`src/rtl/lsu_mem_master.sv`:
```
// MEM-stage load/store initiator for a doubleword-indexed data memory.
// Extends loads by lane and merges sub-doubleword stores via read-modify-write.
module lsu_mem_master #(
  parameter int ADDR_W    = 64,
  parameter int MEM_WORDS = 128
) (
  input  logic              clk,
  input  logic              reset,
  input  logic              req_valid,
  output logic              req_ready,
  input  logic              req_write,
  input  logic [1:0]        req_size,
  input  logic              req_signed,
  input  logic [ADDR_W-1:0] req_addr,
  input  logic [63:0]       req_wdata,
  output logic              resp_valid,
  output logic              resp_err,
  output logic [63:0]       resp_rdata,
  output logic [ADDR_W-1:0] mem_addr,
  output logic [63:0]       mem_wdata,
  output logic              mem_read,
  output logic              mem_write,
  input  logic [63:0]       mem_rdata
);

  typedef enum logic [2:0] {
    IDLE, LOAD, MERGE, WRITE, RESP, ERR
  } state_t;

  state_t            state;
  logic [ADDR_W-1:0] addrQ;
  logic [1:0]        sizeQ;
  logic              signedQ;
  logic [63:0]       wdataQ;

  logic [2:0]  alignMask;
  logic        reqBad;
  logic [5:0]  shAmt;
  logic [63:0] laneMask;
  logic [63:0] shData;
  logic [63:0] loadVal;
  logic [63:0] mergeVal;

  function automatic logic [63:0] sizeMask(input logic [1:0] sz);
    unique case (sz)
      2'd0:    sizeMask = 64'h0000_0000_0000_00FF;
      2'd1:    sizeMask = 64'h0000_0000_0000_FFFF;
      2'd2:    sizeMask = 64'h0000_0000_FFFF_FFFF;
      default: sizeMask = 64'hFFFF_FFFF_FFFF_FFFF;
    endcase
  endfunction

  always_comb begin
    alignMask = 3'd0;
    unique case (req_size)
      2'd0:    alignMask = 3'd0;
      2'd1:    alignMask = 3'd1;
      2'd2:    alignMask = 3'd3;
      default: alignMask = 3'd7;
    endcase
  end

  assign reqBad = ((req_addr[2:0] & alignMask) != 3'd0) ||
                  ({3'b0, req_addr[ADDR_W-1:3]} >= ADDR_W'(MEM_WORDS));

  assign mem_addr = {3'b0, addrQ[ADDR_W-1:3]};
  assign shAmt    = {addrQ[2:0], 3'b000};
  assign laneMask = sizeMask(sizeQ) << shAmt;
  assign shData   = mem_rdata >> shAmt;
  assign mergeVal = (mem_rdata & ~laneMask) |
                    ((wdataQ & sizeMask(sizeQ)) << shAmt);

  always_comb begin
    loadVal = shData;
    unique case (sizeQ)
      2'd0: loadVal = {{56{signedQ & shData[7]}}, shData[7:0]};
      2'd1: loadVal = {{48{signedQ & shData[15]}}, shData[15:0]};
      2'd2: loadVal = {{32{signedQ & shData[31]}}, shData[31:0]};
      default: loadVal = shData;
    endcase
  end

  always_ff @(posedge clk or negedge reset) begin
    if (!reset) begin
      state      <= IDLE;
      addrQ      <= '0;
      sizeQ      <= '0;
      signedQ    <= 1'b0;
      wdataQ     <= '0;
      req_ready  <= 1'b1;
      resp_valid <= 1'b0;
      resp_err   <= 1'b0;
      resp_rdata <= '0;
      mem_wdata  <= '0;
      mem_read   <= 1'b0;
      mem_write  <= 1'b0;
    end else begin
      resp_valid <= 1'b0;
      resp_err   <= 1'b0;
      unique case (state)
        IDLE: if (req_valid) begin
          addrQ     <= req_addr;
          sizeQ     <= req_size;
          signedQ   <= req_signed;
          wdataQ    <= req_wdata;
          req_ready <= 1'b0;
          if (reqBad) begin
            state      <= ERR;
            resp_valid <= 1'b1;
            resp_err   <= 1'b1;
          end else if (!req_write) begin
            state    <= LOAD;
            mem_read <= 1'b1;
          end else if (req_size == 2'd3) begin
            state     <= WRITE;
            mem_write <= 1'b1;
            mem_wdata <= req_wdata;
          end else begin
            state    <= MERGE;
            mem_read <= 1'b1;
          end
        end
        LOAD: begin
          state      <= RESP;
          mem_read   <= 1'b0;
          resp_valid <= 1'b1;
          resp_rdata <= loadVal;
        end
        MERGE: begin
          state     <= WRITE;
          mem_read  <= 1'b0;
          mem_write <= 1'b1;
          mem_wdata <= mergeVal;
        end
        WRITE: begin
          state      <= RESP;
          mem_write  <= 1'b0;
          mem_wdata  <= '0;
          resp_valid <= 1'b1;
        end
        RESP, ERR: begin
          state      <= IDLE;
          resp_rdata <= '0;
          req_ready  <= 1'b1;
        end
        default: state <= IDLE;
      endcase
    end
  end

endmodule

```
`config.mk`:
```
export PLATFORM = sky130hd
export DESIGN_NAME = lsu_mem_master
export DESIGN_NICKNAME = d
export VERILOG_FILES = /design/src/rtl/lsu_mem_master.sv
export SDC_FILE = /design/constraint.sdc
export NUM_CORES = 1
export LEC_CHECK = 0
export BUFFER_PORTS_ARGS = -buffer_cell sky130_fd_sc_hd__buf_2
export CAP_MARGIN = 20
export CORE_MARGIN = 3
export CORE_UTILIZATION = 54
export CTS_CLUSTER_DIAMETER = 120
export CTS_CLUSTER_SIZE = 30
export DETAILED_ROUTE_END_ITERATION = 6
export GPL_TIMING_DRIVEN = 1
export PLACE_DENSITY = 0.83
export SYNTH_ARGS = -nofsm -noshare
export SYNTH_HDL_FRONTEND = slang
export SYNTH_SLANG_ARGS = --single-unit
```
`constraint.sdc`:
```
create_clock -name clk -period 3.1 [get_ports clk]
set_clock_uncertainty 0.1 [all_clocks]
set_input_delay 0.93 -clock clk [delete_from_list [all_inputs] [get_ports clk]]
set_output_delay 0.93 -clock clk [all_outputs]
set_load 0.01 [all_outputs]
```
==> results of run 1 <==
## Yosys cell counts (3+ instances only)
cell type  number
or2_2           3
nor2_1         99
mux2_2        153
a222oi_1       22
buf_1          10
a211o_1         4
dfrtp_1       266
nand4_1         4
a21oi_1       106
mux4_2         15
o2bb2ai_1       4
inv_1           7
and2_1          3
nor3_1          7
o21ai_0       113
o21a_1         10
a22oi_1        35
nand2_1       119
o22a_1         13
nor4_1          9
buf_4          66
mux2i_1        79
a221oi_1        4
buf_6           4
o211ai_1       10
nor2b_1         6
nand3_1        18
nor4_2          4
o221ai_1        4
buf_2          40
a221o_1        35
a211oi_1       13
a31oi_1        10
o21ai_1         9
a22o_1         24
a21o_1          7
clkbuf_1       65
o22ai_1        22
## registers in the layout, indices dropped and copies added, names as in the netlist
name	flops
signedQ	1
mem_wdata	64
resp_valid	1
resp_rdata	64
addrQ	64
mem_write	1
state	3
resp_err	1
mem_read	1
req_ready	1
wdataQ	64
sizeQ	2
## per-layer routing
layer / up-vias / GRT usage [%]
met5: - / 0
met2: 1009 / 57.79
met1: 6797 / 53.15
li1: 5906 / -
met4: 2 / 13.85
met3: 177 / 8.070
## metrics by stage
| step | util, % | total power [mW] | std cells | cell area, sq um |
|---|---|---|---|---|
| finish | 63.82 | 16.75 | 2090 | 17250 |
| detailed placement | 62.44 | 14.57 | 2068 | 16870 |
| CTS | 63.70 | 16.42 | 2085 | 17220 |
| global route | 63.82 | 17.49 | 2090 | 17250 |
| global placement | 62.40 | 14.39 | 2067 | 16860 |
| floorplan | - | 11.63 | 1448 | 14870 |
## power by group through the flow
| stage | clock (mW) | sequential, mW | combinational, mW |
|---|---|---|---|
| final | 1.88 | 5.88 | 8.99 |
| after global routing | 2.02 | 5.98 | 9.49 |
| after CTS | 1.89 | 5.81 | 8.72 |
| after detailed placement | 0 | 5.87 | 8.70 |
| after global placement | 0 | 5.82 | 8.58 |
| after floorplan | 0 | 5.57 | 6.06 |
## kinds of logic after synthesis
logic type | Yosys count
xor gates and xnor gates | 1
AOI/OAI and AO/OA | 450
muxes | 247
DFF | 267
buffers and inverters | 194
and+or+nand+nor | 286
other | 1
## what timing repair did
action | CTS | global route
setup buffers | 0 | 0
endpoints found under the setup margin | 0 | 5
hold endpoints to repair | 0 | 0
resized for setup | 0 | 1
## final timing paths
| check | cells after the start | endpoint | slack (ns) | start |
|---|---|---|---|---|
| worst max register to register | 6 | mem_wdata[21]$_DFFE_PN0P_ | 0.11 | addrQ[0]$_DFFE_PN0P_ |
| worst min register to register | 2 | resp_rdata[13]$_DFFE_PN0P_ | 0.38 | resp_rdata[13]$_DFFE_PN0P_ |
| max in group asynchronous | 2 | addrQ[16]$_DFFE_PN0P_ | 1.72 | reset |
| worst min-delay path | 1 | mem_wdata[53]$_DFFE_PN0P_ | 0.30 | reset |
| min in group clk | 2 | resp_rdata[13]$_DFFE_PN0P_ | 0.38 | resp_rdata[13]$_DFFE_PN0P_ |
| worst max-delay path | 6 | mem_wdata[21]$_DFFE_PN0P_ | 0.11 | addrQ[0]$_DFFE_PN0P_ |
## cell type report
type / instances / area share (%)
Antenna cell: 4 / 0.05803
Timing Repair Buffer: 465 / 15.07
Multi-Input combinational cell: 987 / 41.44
Clock inverter: 1 / 0.02902
Clock buffer: 16 / 1.951
Tap cell: 341 / 2.474
Sequential cell: 267 / 38.78
Inverter: 9 / 0.1959
==> results.py, run 1 <==
metrics = {
    "routing": {
        "vias": 13890,
        "viasPerCell": 6.646,
        "drcViolationCount": 0,
        "wl_met2_mm": 25.68,
        "routed_wl_mm": 57.71,
        "wl_met3_mm": 6.828,
        "highest_layer": "met5",
        "drt_iter0_markers": 1975,
        "ant_nets": 0,
        "wire_per_inst_um": 27.61,
        "dr.pass1.iters": 6,
        "wl_met1_mm": 22.65,
    },
    "timing": {
        "maxSlewViolCount": 0,
        "setup_ws_ns": 0.1142,
        "fmax_ghz": 0.3349,
        "finalSetupViolations": 0,
        "period_share_pct": 96.32,
        "maxSlewHeadroom_pct": 28.13,
        "hold_viol_final": 0,
        "rsz0062_at_grt": "false",
        "worst_pin_slew_ns": 1.070,
        "finalSetupTns_ns": 0,
        "post-route-min-period_ns": 2.986,
        "holdWs_ns": 0.3042,
    },
    "yosys": {
        "synth_top_family_by_area": "compound AO/OA/AOI/OAI gates",
        "synth.avg_cell_area_sq_um": 10.28,
        "synth-edff-count": 0,
        "synth_xor_area_share_pct": 0.05893,
        "synth.top_cells.by_area": "dfrtp_1, mux2_2, mux2i_1",
        "synth_compound_area_share_pct": 20.22,
        "synth_top_cell_area_share_pct": 44.79,
        "synth_area_leader_cell": "dfrtp_1",
        "synth-simple-area-share_pct": 8.436,
        "synth-adder-area-share_pct": 0,
        "async_flop_share_pct": 100.0,
        "synthFlopType": "dfrtp_1",
        "syn_area_sq_um": 14860,
        "synthDistinctLibCells": 57,
        "synth_mux_area_share_pct": 19.19,
        "yosys_warnings": 0,
        "ys_seq_area_share_pct": 44.97,
        "syn_inst": 1446,
        "synth_seq_cells": 267,
    },
    "cts": {
        "worstSkewPairLatency_ns": 0.51,
        "h-tree-depth": 1,
        "cts_buffers": 12,
        "cts_hold_repair.buffers": 0,
        "cts_root_buf": "clkbuf_16",
        "clockBufferDepth": 3,
        "cts_tree": "yes",
        "cts.sinks": 267,
        "clk_pin_slew_ns": 0.12,
    },
    "floorplanning": {
        "core_sq_um": 27030,
        "boundaryPins": 396,
        "die_w_um": 171.9,
        "die-area_sq_um": 29550,
        "initial_utilization_pct": 54.99,
        "rows": 60,
        "fp.dieH_um": 171.9,
    },
    "power": {
        "power_density_nw_per_um2": 971.0,
        "power_frac_seq_pct": 35.1,
        "p_leak_nw": 8.080,
        "p_comb_share_pct": 53.7,
        "power_frac_clock_pct": 11.2,
        "power_switching_mw": 7.512,
        "ir_drop_uv": 686.4,
        "internal_power_mw": 9.236,
        "switching_share_pct": 44.85,
    },
    "placed_design": {
        "place_hpwl_mm": 44.39,
        "preCtsSetupSlack_ns": -0.1902,
        "place_congestion": 1.058,
        "numPortBuffers": 392,
    },
    "setup_path": {
        "crit_fanout": 24,
        "crit_chain": "nor3_1, a222oi_1, buf_4, o21ai_0, nand2_1, a21oi_1",
        "cp_top_family": "simple AND/OR/NAND/NOR gates",
        "critPathArrivalTime_ns": 3.32,
        "crit_type": "reg2reg",
        "endpoint_kind": "flip-flop",
        "cp.required_ns": 3.43,
        "max_stage_delay_ns": 0.90,
        "start_kind": "flip-flop",
        "crit_slowest_cell": "nor3_1",
        "timing.critical_path.buf_inv": 1,
    },
    "global_route": {
        "grt_overflow_total": 0,
        "antenna_found_initial": 5,
        "grt_pass1_wl_mm": 83.52,
        "grt_max_degree": 139,
        "grt_pass1_vias": 13290,
        "grt_usage_pct": 37.66,
    },
    "status": {
        "outcome": "finished clean",
    },
    "cells_and_area": {
        "num-nets-final": 1941,
        "area_growth_pct": 16.05,
        "final_common_cell": "buf_2",
        "regArea_sq_um": 6689,
        "mostFrequentLayoutCells": "buf_2, dfrtp_1, mux2_2",
        "drive_gt1_share_pct": 38.28,
        "n_fill_cell": 2240,
        "multi_input_area_sq_um": 7148,
    },
    "min_path": {
        "hp-class": "in2async",
    },
    "run": {
        "maxCapViolCount": 0,
    },
}
(Power assumes the default switching activity.)
==> run 2, diff against run 1 <==
--- a/config.mk
+++ b/config.mk
@@ -7,13 +7,16 @@
 export LEC_CHECK = 0
 export BUFFER_PORTS_ARGS = -buffer_cell sky130_fd_sc_hd__buf_2
 export CAP_MARGIN = 20
+export CELL_PAD_IN_SITES_DETAIL_PLACEMENT = 0
+export CELL_PAD_IN_SITES_GLOBAL_PLACEMENT = 2
+export CORE_ASPECT_RATIO = 0.5
 export CORE_MARGIN = 3
-export CORE_UTILIZATION = 54
+export CORE_UTILIZATION = 33
 export CTS_CLUSTER_DIAMETER = 120
 export CTS_CLUSTER_SIZE = 30
 export DETAILED_ROUTE_END_ITERATION = 6
 export GPL_TIMING_DRIVEN = 1
-export PLACE_DENSITY = 0.83
+export PLACE_DENSITY = 0.82
 export SYNTH_ARGS = -nofsm -noshare
 export SYNTH_HDL_FRONTEND = slang
 export SYNTH_SLANG_ARGS = --single-unit
==> run 2 against run 1 <==
Critical path depth up 2. Hold slack lost 0.052 ns. Final cell count rose by 12%. Register-to-register slack better by 0.08 ns.
==> results.py, run 2 (synthesized netlist as in run 1, its figures left out) <==
metrics = {
    "status": {
        "outcome": "finished clean",
    },
    "floorplanning": {
        "fp.dieH_um": 156.1,
        "die-area_sq_um": 47770,
        "die_w_um": 306.1,
        "initial_utilization_pct": 33.79,
        "boundaryPins": 396,
        "rows": 54,
        "core_sq_um": 43980,
    },
    "routing": {
        "vias": 13350,
        "wire_per_inst_um": 26.24,
        "drcViolationCount": 0,
        "drt_iter0_markers": 1519,
        "viasPerCell": 5.688,
        "ant_nets": 0,
        "routed_wl_mm": 61.57,
        "dr.pass1.iters": 7,
    },
    "cts": {
        "cts_root_buf": "clkbuf_16",
        "h-tree-depth": 1,
        "cts_tree": "yes",
        "worstSkewPairLatency_ns": 0.52,
        "post_cts.repair.setup_buffers": 0,
        "cts_buffers": 12,
        "cts.sinks": 267,
        "clockBufferDepth": 3,
        "cts-resized-gates": 0,
        "clk_pin_slew_ns": 0.13,
        "cts_hold_repair.buffers": 0,
    },
    "global_route": {
        "grt_pass1_vias": 13050,
        "grt_overflow_total": 0,
        "antenna_found_initial": 10,
        "grt_pass1_wl_mm": 88.40,
        "grt_usage_pct": 24.68,
        "grt_max_degree": 98,
    },
    "setup_path": {
        "crit_slowest_cell": "or4_4",
        "crit_type": "in2reg",
        "max_stage_delay_ns": 0.59,
        "crit_chain": "buf_2, nor4_1, o211ai_1, or4_4, or2_1, buf_12, o21a_1, o22a_1",
        "endpoint_kind": "flip-flop",
        "crit_fanout": 41,
        "reg2reg_to": "mem_wdata[19]$_DFFE_PN0P_",
        "timing.rr.start": "sizeQ[1]$_DFFE_PN0P_",
        "reg2reg_slack_ns": 0.19,
        "reg2regPathDepth": 7,
        "cp_top_family": "simple AND/OR/NAND/NOR gates",
        "start_kind": "primary input",
        "cp.required_ns": 3.42,
        "critPathArrivalTime_ns": 3.32,
        "timing.critical_path.buf_inv": 2,
    },
    "timing": {
        "worst_pin_slew_ns": 1.134,
        "hold_viol_final": 0,
        "maxSlewHeadroom_pct": 23.59,
        "holdWs_ns": 0.2525,
        "finalSetupViolations": 0,
        "fmax_ghz": 0.3333,
        "finalSetupTns_ns": 0,
        "maxSlewViolCount": 0,
        "rsz0062_at_grt": "false",
        "post-route-min-period_ns": 3.001,
        "setup_ws_ns": 0.09937,
        "period_share_pct": 96.79,
    },
    "cells_and_area": {
        "regArea_sq_um": 6689,
        "final_common_cell": "buf_2",
        "num-nets-final": 1946,
        "mostFrequentLayoutCells": "buf_2, dfrtp_1, mux2_2",
        "fin_area_sq_um": 17660,
        "drive_gt1_share_pct": 38.38,
        "multi_input_area_sq_um": 7147,
        "final_util_pct": 40.14,
        "n_fill_cell": 4433,
        "area_growth_pct": 18.81,
    },
    "min_path": {
        "hp-class": "in2async",
    },
    "placed_design": {
        "preCtsSetupSlack_ns": -0.3888,
        "post_dp_cell_area_sq_um": 17290,
        "place_congestion": 0.9558,
        "numPortBuffers": 392,
        "place_hpwl_mm": 47.16,
    },
    "run": {
        "maxCapViolCount": 0,
    },
    "power": {
        "power_density_nw_per_um2": 946.6,
        "ir_drop_uv": 517.8,
        "p_leak_nw": 8.130,
    },
}
run 2: worst max-delay path by stage:
stage / slack (ns) / depth (start not counted) / end / from
final: 0.1 / 8 / mem_wdata[36]$_DFFE_PN0P_ / req_addr[21]
after global routing: 0.004 / 7 / mem_wdata[21]$_DFFE_PN0P_ / sizeQ[1]$_DFFE_PN0P_
after CTS: 0.16 / 8 / mem_wdata[36]$_DFFE_PN0P_ / req_addr[21]
after detailed placement: -0.39 / 8 / mem_wdata[36]$_DFFE_PN0P_ / req_addr[21]
after global placement: -0.36 / 8 / mem_wdata[37]$_DFFE_PN0P_ / req_addr[21]
after floorplan: 0.23 / 8 / mem_wdata[33]$_DFFE_PN0P_ / req_addr[31]
run 2: final cells by class:
cell class	count	area share [%]
multi-input cells	987	40.48
flip-flops and latches	267	37.88
repair buffers	470	15.21
well taps	588	4.167
clock buffers	17	1.927
inverters	9	0.1913
diodes	8	0.1134
clock inverters	1	0.02834
run 2: layer usage:
layer / up-vias / track usage (%) / share of wire (%)
met3: 118 / 5.697 / 8.2
met1: 6719 / 32.40 / 41
li1: 5919 / - / -
met5: - / 0 / 0.034
met4: 4 / 9.738 / 4.0
met2: 589 / 39.83 / 47
run 2: through the flow:
stage / power (mW) / std cells
after floorplan: 11.63 / 1448
after global placement: 14.56 / 2320
after detailed placement: 14.61 / 2321
after CTS: 16.58 / 2339
after global routing: 17.56 / 2347
final: 16.71 / 2347
run 2: report_power, final:
part | leakage, nW | internal (mW) | switching (mW)
clock | 0.169 | 0.784 | 1.16
sequential | 3.29 | 4.73 | 1.13
combinational | 4.67 | 3.71 | 5.19
total | 8.13 | 9.23 | 7.49
